`src/rtl/zion_basic_circuit_lib_skid_buf.sv`:
```
`default_nettype none
// ============================================================================
// Module      : zion_basic_circuit_lib_skid_buf
// Description : Two-entry registered skid buffer for a valid/ready stream.
//               Both the forward path (oVld/oDat) and the backward path
//               (iRdy) come straight from flops. Full throughput is kept
//               with one beat of skid storage. That beat absorbs the
//               transfer that is already in flight when downstream
//               backpressure arrives.
// Ports       : clk   - clock, all state changes on the rising edge
//               rst_n - asynchronous reset, active low
//               iVld  - upstream data valid
//               iRdy  - upstream ready (flop output)
//               iDat  - upstream data, WIDTH bits
//               oVld  - downstream data valid (flop output)
//               oRdy  - downstream ready
//               oDat  - downstream data (main register), WIDTH bits
//               oCnt  - occupancy: 0, 1 or 2 beats held
// Revision    : 1.0 - initial release
// ============================================================================
module zion_basic_circuit_lib_skid_buf #(
    parameter int               WIDTH    = 8,
    parameter logic [WIDTH-1:0] INI_DATA = '0
) (
    input  logic             clk,
    input  logic             rst_n,
    input  logic             iVld,
    output logic             iRdy,
    input  logic [WIDTH-1:0] iDat,
    output logic             oVld,
    input  logic             oRdy,
    output logic [WIDTH-1:0] oDat,
    output logic [1:0]       oCnt
);

    // ------------------------------------------------------------------------
    // Parameter sanity check
    // ------------------------------------------------------------------------
    if (WIDTH < 1) begin : g_width_chk
`ifdef CHECK_ERR_EXIT
        $fatal(0, "Parameter Error: SkidBuf WIDTH must be >= 1!!");
`else
        $error("Parameter Error: SkidBuf WIDTH must be >= 1!!");
`endif
    end

    // ------------------------------------------------------------------------
    // State encoding (the encoding equals the occupancy)
    // ------------------------------------------------------------------------
    typedef enum logic [1:0] {
        ST_EMPTY = 2'd0,
        ST_BUSY  = 2'd1,
        ST_FULL  = 2'd2
    } state_e;

    state_e           r_state;
    state_e           w_state_nxt;
    logic [WIDTH-1:0] r_main;
    logic [WIDTH-1:0] r_skid;
    logic             r_irdy;
    logic             r_ovld;

    logic             w_xfer_in;
    logic             w_xfer_out;
    logic             w_ld_main_in;
    logic             w_ld_main_skid;
    logic             w_ld_skid;

    assign w_xfer_in  = iVld & r_irdy;
    assign w_xfer_out = r_ovld & oRdy;

    // ------------------------------------------------------------------------
    // Next-state and load decode
    // ------------------------------------------------------------------------
    always_comb begin
        w_state_nxt    = r_state;
        w_ld_main_in   = 1'b0;
        w_ld_main_skid = 1'b0;
        w_ld_skid      = 1'b0;
        case (r_state)
            ST_EMPTY: begin
                // oVld is low here, so no transfer out can occur.
                if (w_xfer_in) begin
                    w_ld_main_in = 1'b1;
                    w_state_nxt  = ST_BUSY;
                end
            end
            ST_BUSY: begin
                if (w_xfer_in && w_xfer_out) begin
                    // The new beat replaces the departing one.
                    w_ld_main_in = 1'b1;
                end else if (w_xfer_in) begin
                    // Downstream stalled while a beat was in flight; park it.
                    w_ld_skid   = 1'b1;
                    w_state_nxt = ST_FULL;
                end else if (w_xfer_out) begin
                    w_state_nxt = ST_EMPTY;
                end
            end
            ST_FULL: begin
                // iRdy is low here, so no transfer in can occur.
                if (w_xfer_out) begin
                    w_ld_main_skid = 1'b1;
                    w_state_nxt    = ST_BUSY;
                end
            end
            default: begin
                w_state_nxt = ST_EMPTY;
            end
        endcase
    end

    // ------------------------------------------------------------------------
    // State and handshake flops
    // ------------------------------------------------------------------------
    // iRdy and oVld are registered copies of the next-state decode. They
    // stay aligned with r_state, and no combinational path runs from oRdy
    // to iRdy. iRdy resets low and first rises on the edge after release.
    always_ff @(posedge clk or negedge rst_n) begin
        if (!rst_n) begin
            r_state <= ST_EMPTY;
            r_irdy  <= 1'b0;
            r_ovld  <= 1'b0;
        end else begin
            r_state <= w_state_nxt;
            r_irdy  <= (w_state_nxt != ST_FULL);
            r_ovld  <= (w_state_nxt != ST_EMPTY);
        end
    end

    // ------------------------------------------------------------------------
    // Data registers (written only on a load, otherwise hold)
    // ------------------------------------------------------------------------
    always_ff @(posedge clk or negedge rst_n) begin
        if (!rst_n) begin
            r_main <= INI_DATA;
        end else if (w_ld_main_in) begin
            r_main <= iDat;
        end else if (w_ld_main_skid) begin
            r_main <= r_skid;
        end
    end

    always_ff @(posedge clk or negedge rst_n) begin
        if (!rst_n) begin
            r_skid <= '0;
        end else if (w_ld_skid) begin
            r_skid <= iDat;
        end
    end

    // ------------------------------------------------------------------------
    // Outputs
    // ------------------------------------------------------------------------
    always_comb begin
        oCnt = 2'd0;
        case (r_state)
            ST_EMPTY: oCnt = 2'd0;
            ST_BUSY:  oCnt = 2'd1;
            ST_FULL:  oCnt = 2'd2;
            default:  oCnt = 2'd0;
        endcase
    end

    assign iRdy = r_irdy;
    assign oVld = r_ovld;
    assign oDat = r_main;

endmodule
`default_nettype wire

```
`config.mk`:
```
export PLATFORM = sky130hd
export DESIGN_NAME = zion_basic_circuit_lib_skid_buf
export DESIGN_NICKNAME = d
export VERILOG_FILES = /design/src/rtl/zion_basic_circuit_lib_skid_buf.sv
export SDC_FILE = /design/constraint.sdc
export NUM_CORES = 1
export LEC_CHECK = 0
export CAP_MARGIN = 25
export CORE_MARGIN = 5
export CORE_UTILIZATION = 50
export DETAILED_ROUTE_END_ITERATION = 12
export PLACE_DENSITY = 0.85
export RECOVER_POWER = 50
export SLEW_MARGIN = 25
export SYNTH_ARGS = -nofsm -noshare
export SYNTH_HDL_FRONTEND = slang
export SYNTH_SLANG_ARGS = --single-unit
```
`constraint.sdc`:
```
create_clock -name clk -period 2.9 [get_ports clk]
set_input_delay 0.435 -clock clk [delete_from_list [all_inputs] [get_ports clk]]
set_output_delay 0.435 -clock clk [all_outputs]
set_load 0.02 [all_outputs]
```
==> out/metrics.csv <==
stage,metric,value,unit
run_status,status,"complete, no violations",
pwr,Sw Pwr,0.414,mW
route,post-route ant nets,0,
route,DR vias/cell,5.53,
global_route,first-pass GRT wire length,2930,microns
clock_tree,"CTS clk-pin slew, worst paths",0.11,ns
global_route,vias in the first global route,620,
pwr,Power per Cell Area,1040,mW/mm^2
sta,Hold Fails Final Rpt,0,
sta,RSZ-0062 raised after global routing,false,
setup_path,cell family with most CP delay,buffers and inverters,
job,maxcap violations,0,
setup_path,crit path launch type,register,
pwr,sw frac,0.342,
setup_path,crit-path max FO,7,
sta,Tightest Pin Transition,0.873,ns
yosys,Post-synth top flop,dfrtp_1,
floorplan,Initial Util,0.523,
sta,Final Cycle Share,0.719,
pwr,leak pwr,0.513,nW
route,Pre-Repair DR Iteration Count,4,
hold_path,worst min path class,register to register,
sta,setup TNS,0,ns
clock_tree,Clock Tree Buf Depth,2,
layout,fill cell count,144,
placement,Final Wtd Congestion,0.742,
route,vias post-DR,619,
clock_tree,H-tree levels,1,
global_route,initial antenna violation count,0,
placement,post-detail-place hpwl,1220,microns
layout,area growth from synthesis to layout,28.5,%
global_route,remaining global-route overflow,0,
yosys,Synth Net Count,74,
sta,Slew Limit Fails,0,
sta,# setup viols final,0,
hold_path,Hold Path Stages,1,
clock_tree,PostCTS Resize Cnt,0,
sta,WHS,0.491,ns
setup_path,R2R cell count,3,
clock_tree,post-CTS setup repair buffer count,0,
sta,Max-slew headroom,0.416,
yosys,synth warn,0,
floorplan,Die Y,52.5,microns
sta,f_max,0.479,GHz
layout,fin nets,100,
pwr,internal power,0.795,mW
global_route,GR Util All Layers,0.151,
sta,min setup slack post-route,0.814,ns
clock_tree,latest clock arrival within the worst-skew pair,0.31,ns
pwr,Clk pwr share,0.137,
setup_path,Crit path required time,2.47,ns
yosys,Gate Count Post-Synth,62,
pwr,maximum VDD drop,0.637,mV
route,1st-iter DRT viols,12,
layout,Inserted Diodes,0,
placement,port bufs,23,
setup_path,critical-path cell list,"nand2b_1, inv_1, clkdlybuf4s50_1",
yosys,Synth Register Bits,20,
pwr,Tot Pwr,1.21,mW
setup_path,Crit path depth,3,
yosys,mean post-synth cell area,14.6,sq um
setup_path,CP Buf/Inv Count,2,
setup_path,element type at the critical path end,output pin,
layout,final core occ,0.672,
yosys,Netlist cell types,19,
route,WL per Instance,15.2,microns
floorplan,num ports,24,
sta,final clock skew,0.00736,ns
yosys,dominant cell type by area after synthesis,dfrtp_1,
yosys,most common cell in the netlist,dfrtp_1,
yosys,Yosys top cell area share,0.554,
floorplan,die width,52.5,microns
pwr,Comb power frac,0.457,
setup_path,CP max-delay cell,clkdlybuf4s50_1,
yosys,Synth top cells by count,"dfrtp_1, a221o_1, mux2_4",
yosys,"top cells by area, synth","dfrtp_1, mux2_4, a221o_1, and2_1, buf_6",
route,Routed WL,1710,microns
global_route,largest net degree at the start of global routing,21,
setup_path,"slowest stage delay, CP",0.61,ns
layout,share of layout cells above drive strength 1,0.161,
floorplan,Die Area,0.00276,sq mm
clock_tree,cts hold-fix bufs,0,
yosys,"EDFF count, synth",0,
sta,post-layout minimum cycle time,2.09,ns
floorplan,core area,0.00173,sq mm
yosys,post-synthesis async set-or-reset flop share,1.00,
floorplan,row count,15,
clock_tree,CTS tree,done,
clock_tree,Sink Count,20,
route,Residual DRC,0,
setup_path,Crit Path Class,register to output pin,
setup_path,critical path arrival,1.65,ns
pwr,sequential share of power,0.406,
clock_tree,CTS Root Cell,clkbuf_4,
placement,pre-CTS WS,0.985,ns
yosys,mapped cell area,903,sq um
clock_tree,CTS Buf Count,3,
yosys,"Seq/Total Area, Yosys",0.554,
-- metrics by stage --
stage	cell area, sq um	cells
after floorplan	903	62
after global placement	1140	108
after detailed placement	1140	108
after CTS	1180	112
after global routing	1160	112
final	1160	112
-- routing by layer --
metal	wire, microns	vias up	GRT usage
met4	38	0	0.0766
met5	0	-	0
met2	757	27	0.227
met1	767	305	0.190
met3	143	4	0.0513
li1	-	283	-
-- cell families (layout without fill, tap and decap cells) --
| family | Yosys count | in the layout | share of synthesized area |
|---|---|---|---|
| flip-flops | 20 | 20 | 0.554 |
| multiplexers | 8 | 8 | 0.133 |
| buffers and inverters | 3 | 28 | 0.0291 |
| AO/OA/AOI/OAI | 16 | 16 | 0.166 |
| AND/OR/NAND/NOR | 15 | 15 | 0.118 |
-- power by group through the flow --
stage                     Combinational (mW)  Sequential [mW]  Clock [mW]
after floorplan                        0.301            0.563           0
after global placement                 0.576            0.495           0
after detailed placement               0.585            0.501           0
after CTS                              0.589            0.494       0.167
after global routing                   0.592            0.515       0.183
final                                  0.553            0.490       0.166
-- sequential cells by signal (all words and copies together), names as in the netlist --
register and flops:
oDat 8, oVld 1, r_skid 8, iRdy 1, r_state 2
-- placed cells by master (no fill, tap or decap) --
| cell type | n |
|---|---|
| o32a_4 | 1 |
| a21oi_1 | 3 |
| a211o_1 | 1 |
| and4b_1 | 1 |
| and2_1 | 6 |
| dlygate4sd3_1 | 2 |
| dfrtp_1 | 20 |
| nand2b_1 | 1 |
| inv_1 | 1 |
| and2_2 | 2 |
| nor2b_2 | 1 |
| mux2_4 | 5 |
| a221o_1 | 8 |
| nor3_2 | 1 |
| and4_1 | 1 |
| o21ai_0 | 1 |
| a21o_1 | 1 |
| a21boi_0 | 1 |
| clkbuf_4 | 3 |
| nand2_1 | 2 |
| mux2_1 | 3 |
| clkdlybuf4s50_1 | 21 |
| clkbuf_8 | 1 |
-- area by class of cell --
class,count,area [sq um],area share
repair buffers,23,230,0.198
clock buffers,4,36.3,0.0313
well taps,25,31.3,0.0269
multi-input cells,39,359,0.309
inverters,1,3.75,0.00323
flip-flops and latches,20,500,0.431
-- worst paths after layout --
| kind | start | end | slack, ns |
|---|---|---|---|
| max | r_state[1]$_DFF_PN0_ | oCnt[1] | 0.81 |
| min | r_skid[4]$_DFFE_PN0P_ | r_skid[4]$_DFFE_PN0P_ | 0.49 |
| max reg2reg | r_state[1]$_DFF_PN0_ | r_skid[0]$_DFFE_PN0P_ | 1.25 |
| min reg2reg | r_skid[4]$_DFFE_PN0P_ | r_skid[4]$_DFFE_PN0P_ | 0.49 |
| max in group asynchronous | rst_n | r_skid[3]$_DFFE_PN0P_ | 1.69 |
| min in group asynchronous | rst_n | r_skid[1]$_DFFE_PN0P_ | 0.67 |
No activity file was read; power rests on OpenSTA's default activity.
==> RTL change 1 (same settings) <==
Reset style: synchronous (`rst_n`), changed in 3 clocked blocks. Comments in the files are not updated.
--- a/src/rtl/zion_basic_circuit_lib_skid_buf.sv
+++ b/src/rtl/zion_basic_circuit_lib_skid_buf.sv
@@ -116,7 +116,7 @@
     // iRdy and oVld are registered copies of the next-state decode. They
     // stay aligned with r_state, and no combinational path runs from oRdy
     // to iRdy. iRdy resets low and first rises on the edge after release.
-    always_ff @(posedge clk or negedge rst_n) begin
+    always_ff @(posedge clk) begin
         if (!rst_n) begin
             r_state <= ST_EMPTY;
             r_irdy  <= 1'b0;
@@ -131,7 +131,7 @@
     // ------------------------------------------------------------------------
     // Data registers (written only on a load, otherwise hold)
     // ------------------------------------------------------------------------
-    always_ff @(posedge clk or negedge rst_n) begin
+    always_ff @(posedge clk) begin
         if (!rst_n) begin
             r_main <= INI_DATA;
         end else if (w_ld_main_in) begin
@@ -141,7 +141,7 @@
         end
     end
 
-    always_ff @(posedge clk or negedge rst_n) begin
+    always_ff @(posedge clk) begin
         if (!rst_n) begin
             r_skid <= '0;
         end else if (w_ld_skid) begin
Formal check against the unedited RTL: differs if rst_n is asserted again (counterexample within 4 cycles, from zero or initial values and one cycle with rst_n low); with rst_n held inactive, the same outputs for 10 cycles.
==> RTL change 1 against the unedited design <==
Wire length grew 24%. Cell area grew 0.86%. Largest cell class is now multi-input gates. Critical path type is now primary input to flop. Synthesized area grew 3.5%. Highest routed layer unchanged. Worst setup slack gained 40 ps. Synthesized cell count grew 69%. Sequential cell count is the same. Utilization shrank 0.15 points.
Power is not compared: it rests on default switching activity, and its combinational part moved more than twofold at a synthesized area within 25%.
==> RTL change 1: results (changes against the unedited design) <==
| Metric | Value |
|---|---|
| M1 wire length | `907 um (+18%)` |
| Initial DRC Count | `20 (+8)` |
| Max FO, Critical Path | `16 (+9)` |
| CP max stage cell | `a21boi_1` |
| Critical path data arrival time | `2270 ps (+620 ps)` |
| Ys async rst share | `0% (-100 points)` |
| Max_slew headroom | `27.0% (-15 points)` |
| Layout cells sized above 1 | `4.84% (-11 points)` |
| Met2 WL post-DR | `1.04 mm (+37%)` |
| Grt met3 use | `2.82% (-2.3 points)` |
| Clk_skew | `4.36 ps (-3.00 ps)` |
| Synth top cells by count | `dfxtp_1 (20), nand2_1 (18), o21ai_0 (9)` |
| All-layer global routing usage | `16.6% (+1.5 points)` |
| Most frequently used flop master after synthesis | `dfxtp_1` |
| GPL Wtd Cong | `0.806 (+8.6%)` |
| Complex-gate fraction of the synthesized area | `28.2% (+12 points)` |
| GR Util met2 | `27.1% (+4.4 points)` |
| Vias post-DR | `833 (+35%)` |
| Post-DR wirelength/cell | `14.2 um (-7.0%)` |
| HPWL after DPL | `1.56 mm (+29%)` |
| Vias in the first global route | `785 (+27%)` |
| Slowest stage delay, CP | `840 ps (+230 ps)` |
| Top cells by area, synth | `dfxtp_1 (43%), nand2_1 (7.2%), a21boi_1 (6.4%)` |
| Synth unique cells | `26 (+7)` |
| GR Util met1 | `20.5% (+1.5 points)` |
| 1st-pass router iterations | `5 (+1)` |
| Run status | `completed` |
RTL change 1: cell types whose count changed after synthesis, sizes merged, moves of 5 or more:
cell,before,now
o31ai,0,8
and2,8,1
a21boi,1,9
dfrtp,20,0
nand2,2,19
buf,2,7
o21ai,1,9
nand3,0,8
dfxtp,0,20
a221o,8,0
mux2,8,0
a31oi,0,8
RTL change 1: worst reg2reg max path: stages (launching register included):
cell	delay, ps
dfxtp_1	450
a21boi_1	910
nand3_1	170
a21boi_0	220
RTL change 1: report_power, final:
| group | switching [W] | internal (W) |
|---|---|---|
| Sequential | 0.0000131 | 0.000291 |
| Clock | 0.0000837 | 0.0000765 |
| Combinational | 0.0000623 | 0.0000565 |
| Total | 0.000159 | 0.000424 |
RTL change 1: layout make-up:
cell class	count	area (um^2)
fill	167	574
multi-input combinational	77	473
sequential	20	400
timing repair buffer	23	230
clock buffer	4	36.3
tap	25	31.3
RTL change 1: final timing paths:
path | startpoint | end | slack (ps) | cells after the start
hold reg to reg | oDat[3] | oDat[3] | 480 | 2
setup / recovery | oRdy | r_skid[6] | 850 | 4
hold / removal | oDat[3] | oDat[3] | 480 | 2
setup reg to reg | r_state[0] | r_skid[6] | 1080 | 3
RTL change 1: per-stage QoR:
stage | setup slack [ps] | cells | total power [W] | utilization (%)
global placement | 1130 | 145 | 0.000430 | 65.7
detailed placement | 1100 | 145 | 0.000433 | 65.7
finish | 855 | 149 | 0.000583 | 67.1
global route | 733 | 149 | 0.000613 | 67.1
CTS | 854 | 149 | 0.000592 | 67.7
floorplan | 1690 | 105 | 0.000382 | -
RTL change 1: cell families after synthesis:
| kind of cell | after synthesis |
|---|---|
| flip-flops | 20 |
| AND/OR/NAND/NOR | 39 |
| AO/OA/AOI/OAI | 38 |
| buffers and inverters | 8 |
==> RTL change 2 (same settings) <==
Without the edit above. Set the parameter `WIDTH` to 9 (it was 8).
--- a/src/rtl/zion_basic_circuit_lib_skid_buf.sv
+++ b/src/rtl/zion_basic_circuit_lib_skid_buf.sv
@@ -19,7 +19,7 @@
 // Revision    : 1.0 - initial release
 // ============================================================================
 module zion_basic_circuit_lib_skid_buf #(
-    parameter int               WIDTH    = 8,
+    parameter int               WIDTH    = 9,
     parameter logic [WIDTH-1:0] INI_DATA = '0
 ) (
     input  logic             clk,
Interface: changed (resized iDat and oDat); port bits go from 24 to 26. The function was not compared with the original's and may differ.
==> RTL change 2 against the unedited design <==
Critical path depth stayed put. Via count is 8.1% higher. Wire length is 16% higher. Sequential cell count is 2 higher. Count of clock-buffer cells in the layout is 1 lower. Worst setup slack better by 49 ps. Synthesized cell count is 9.7% higher. Cell area is 3.8% higher. Power is 2.8% higher. Synthesized area is 4.0% higher. Largest cell class unchanged.
==> RTL change 2: results (changes against the unedited design) <==
| Metric | Value |
|---|---|
| Critical path startpoint | `r_state[0]` |
| GPL Wtd Cong | `0.716 (-3.5%)` |
| Vias/cell | `5.67 (+2.6%)` |
| Vias in the first global route | `742 (+20%)` |
| Synth top cells by count | `dfrtp_1 (22), a221o_1 (9), and2_1 (9), mux2_2 (8), a21oi_1 (3)` |
| Run status | `completed` |
| Max FO, Critical Path | `4 (-3)` |
| Post-CTS setup buffer count | `0 (unchanged)` |
| Ys async rst share | `100% (unchanged)` |
| Num CTS Buffers | `3 (unchanged)` |
| Static leakage | `0.521 nW (+1.5%)` |
| Min-delay worst type | `primary input to asynchronous set/reset pin` |
| Nets | `108 (+8.0%)` |
| Post-DR wirelength/cell | `16.7 um (+9.8%)` |
| Crit Path Category | `flop to output port` |
| Reg2reg setup slack | `1230 ps (-20 ps)` |
| Synth unique cells | `21 (+2)` |
| DP Cell Count | `115 (+6.5%)` |
| Maximum vdd drop | `0.593 mV (-6.9%)` |
| HPWL after DPL | `1.45 mm (+19%)` |
| Yosys warnings | `0 (unchanged)` |
| Worst skew pair latency | `290 ps (-20 ps)` |
| Layout cells sized above 1 | `14.0% (-2.1 points)` |
| Largest net degree at the start of global routing | `23 (+9.5%)` |
| Worst R2R Path Depth | `3 (unchanged)` |
| Clock transition at path regs | `110 ps (about the same)` |
| Routed wire length | `1.97 mm (+16%)` |
| Clk_skew | `3.59 ps (-3.77 ps)` |
| Port buffer count | `25 (+8.7%)` |
| All-layer global routing usage | `16.7% (+1.7 points)` |
| Critical path data arrival time | `1600 ps (-50 ps)` |
| Top cells by area, synth | `dfrtp_1 (59%), a221o_1 (9.6%), mux2_2 (9.6%)` |
| 1st-pass router iterations | `4 (unchanged)` |
| First-pass GRT wire length | `3.40 mm (+16%)` |
| Synthesized area per cell | `13.8 um^2 (-5.2%)` |
| Initial antenna violation count | `0 (unchanged)` |
| Syn_nets | `81 (+9.5%)` |
| Reg-to-Reg End | `r_skid[1]` |
| Initial DRC Count | `6 (-6)` |
| Filler instances | `162 (+13%)` |
| Seq/Total Area, Yosys | `58.6% (+3.2 points)` |
| Antenna diodes | `0 (unchanged)` |
| Max_slew headroom | `25.7% (-16 points)` |
[RTL change 2: worst max-delay path by stage]
stage,endpoint,slack (ps)
after floorplan,r_skid[0],1250
after global placement,oDat[1],950
after detailed placement,oDat[3],890
after CTS,oCnt[1],850
after global routing,oCnt[1],750
final,oCnt[1],860
[RTL change 2: stage by stage]
step           hold WS [ps]  setup slack [ps]  power (W)  area, um^2
5_1_grt                 434               752    0.00132        1200
3_3_place_gp            465               947    0.00110        1190
3_5_place_dp            488               894    0.00113        1190
4_1_cts                 513               849    0.00127        1220
2_1_floorplan           139              1250   0.000893         940
6_report                320               863    0.00124        1200
[RTL change 2: final cells by class]
class | instances | area share (%)
clock buffers | 3 | 1.87
flip-flops and latches | 22 | 45.7
well taps | 25 | 2.60
repair buffers | 25 | 20.2
inverters | 1 | 0.312
multi-input cells | 42 | 29.3
[RTL change 2: logic make-up after synthesis]
| family | synth area share [%] |
|---|---|
| compound gates | 15.7 |
| flops | 58.6 |
| mux | 10.8 |
| simple gates | 11.7 |
| buf+inv | 3.19 |
[RTL change 2: metal layers]
metal  GRT usage (%)  wire (um)
met1            20.4        819
met2            28.6       1030
met3            3.38        109
met4            6.38         18
met5               0          0
[RTL change 2: power breakdown]
part	leakage, nW	switching (W)	internal [W]	total (W)
registers	0.265	0.0000910	0.000453	0.000544
logic	0.242	0.000263	0.000304	0.000568
clock network	0.0138	0.0000827	0.0000483	0.000131
total	0.521	0.000437	0.000806	0.00124
[RTL change 2: worst max-delay path, stage by stage, from the launching register on]
cell             delay, ps
dfrtp_1                420
nand2b_1               180
inv_1                  110
clkdlybuf4s50_1        610
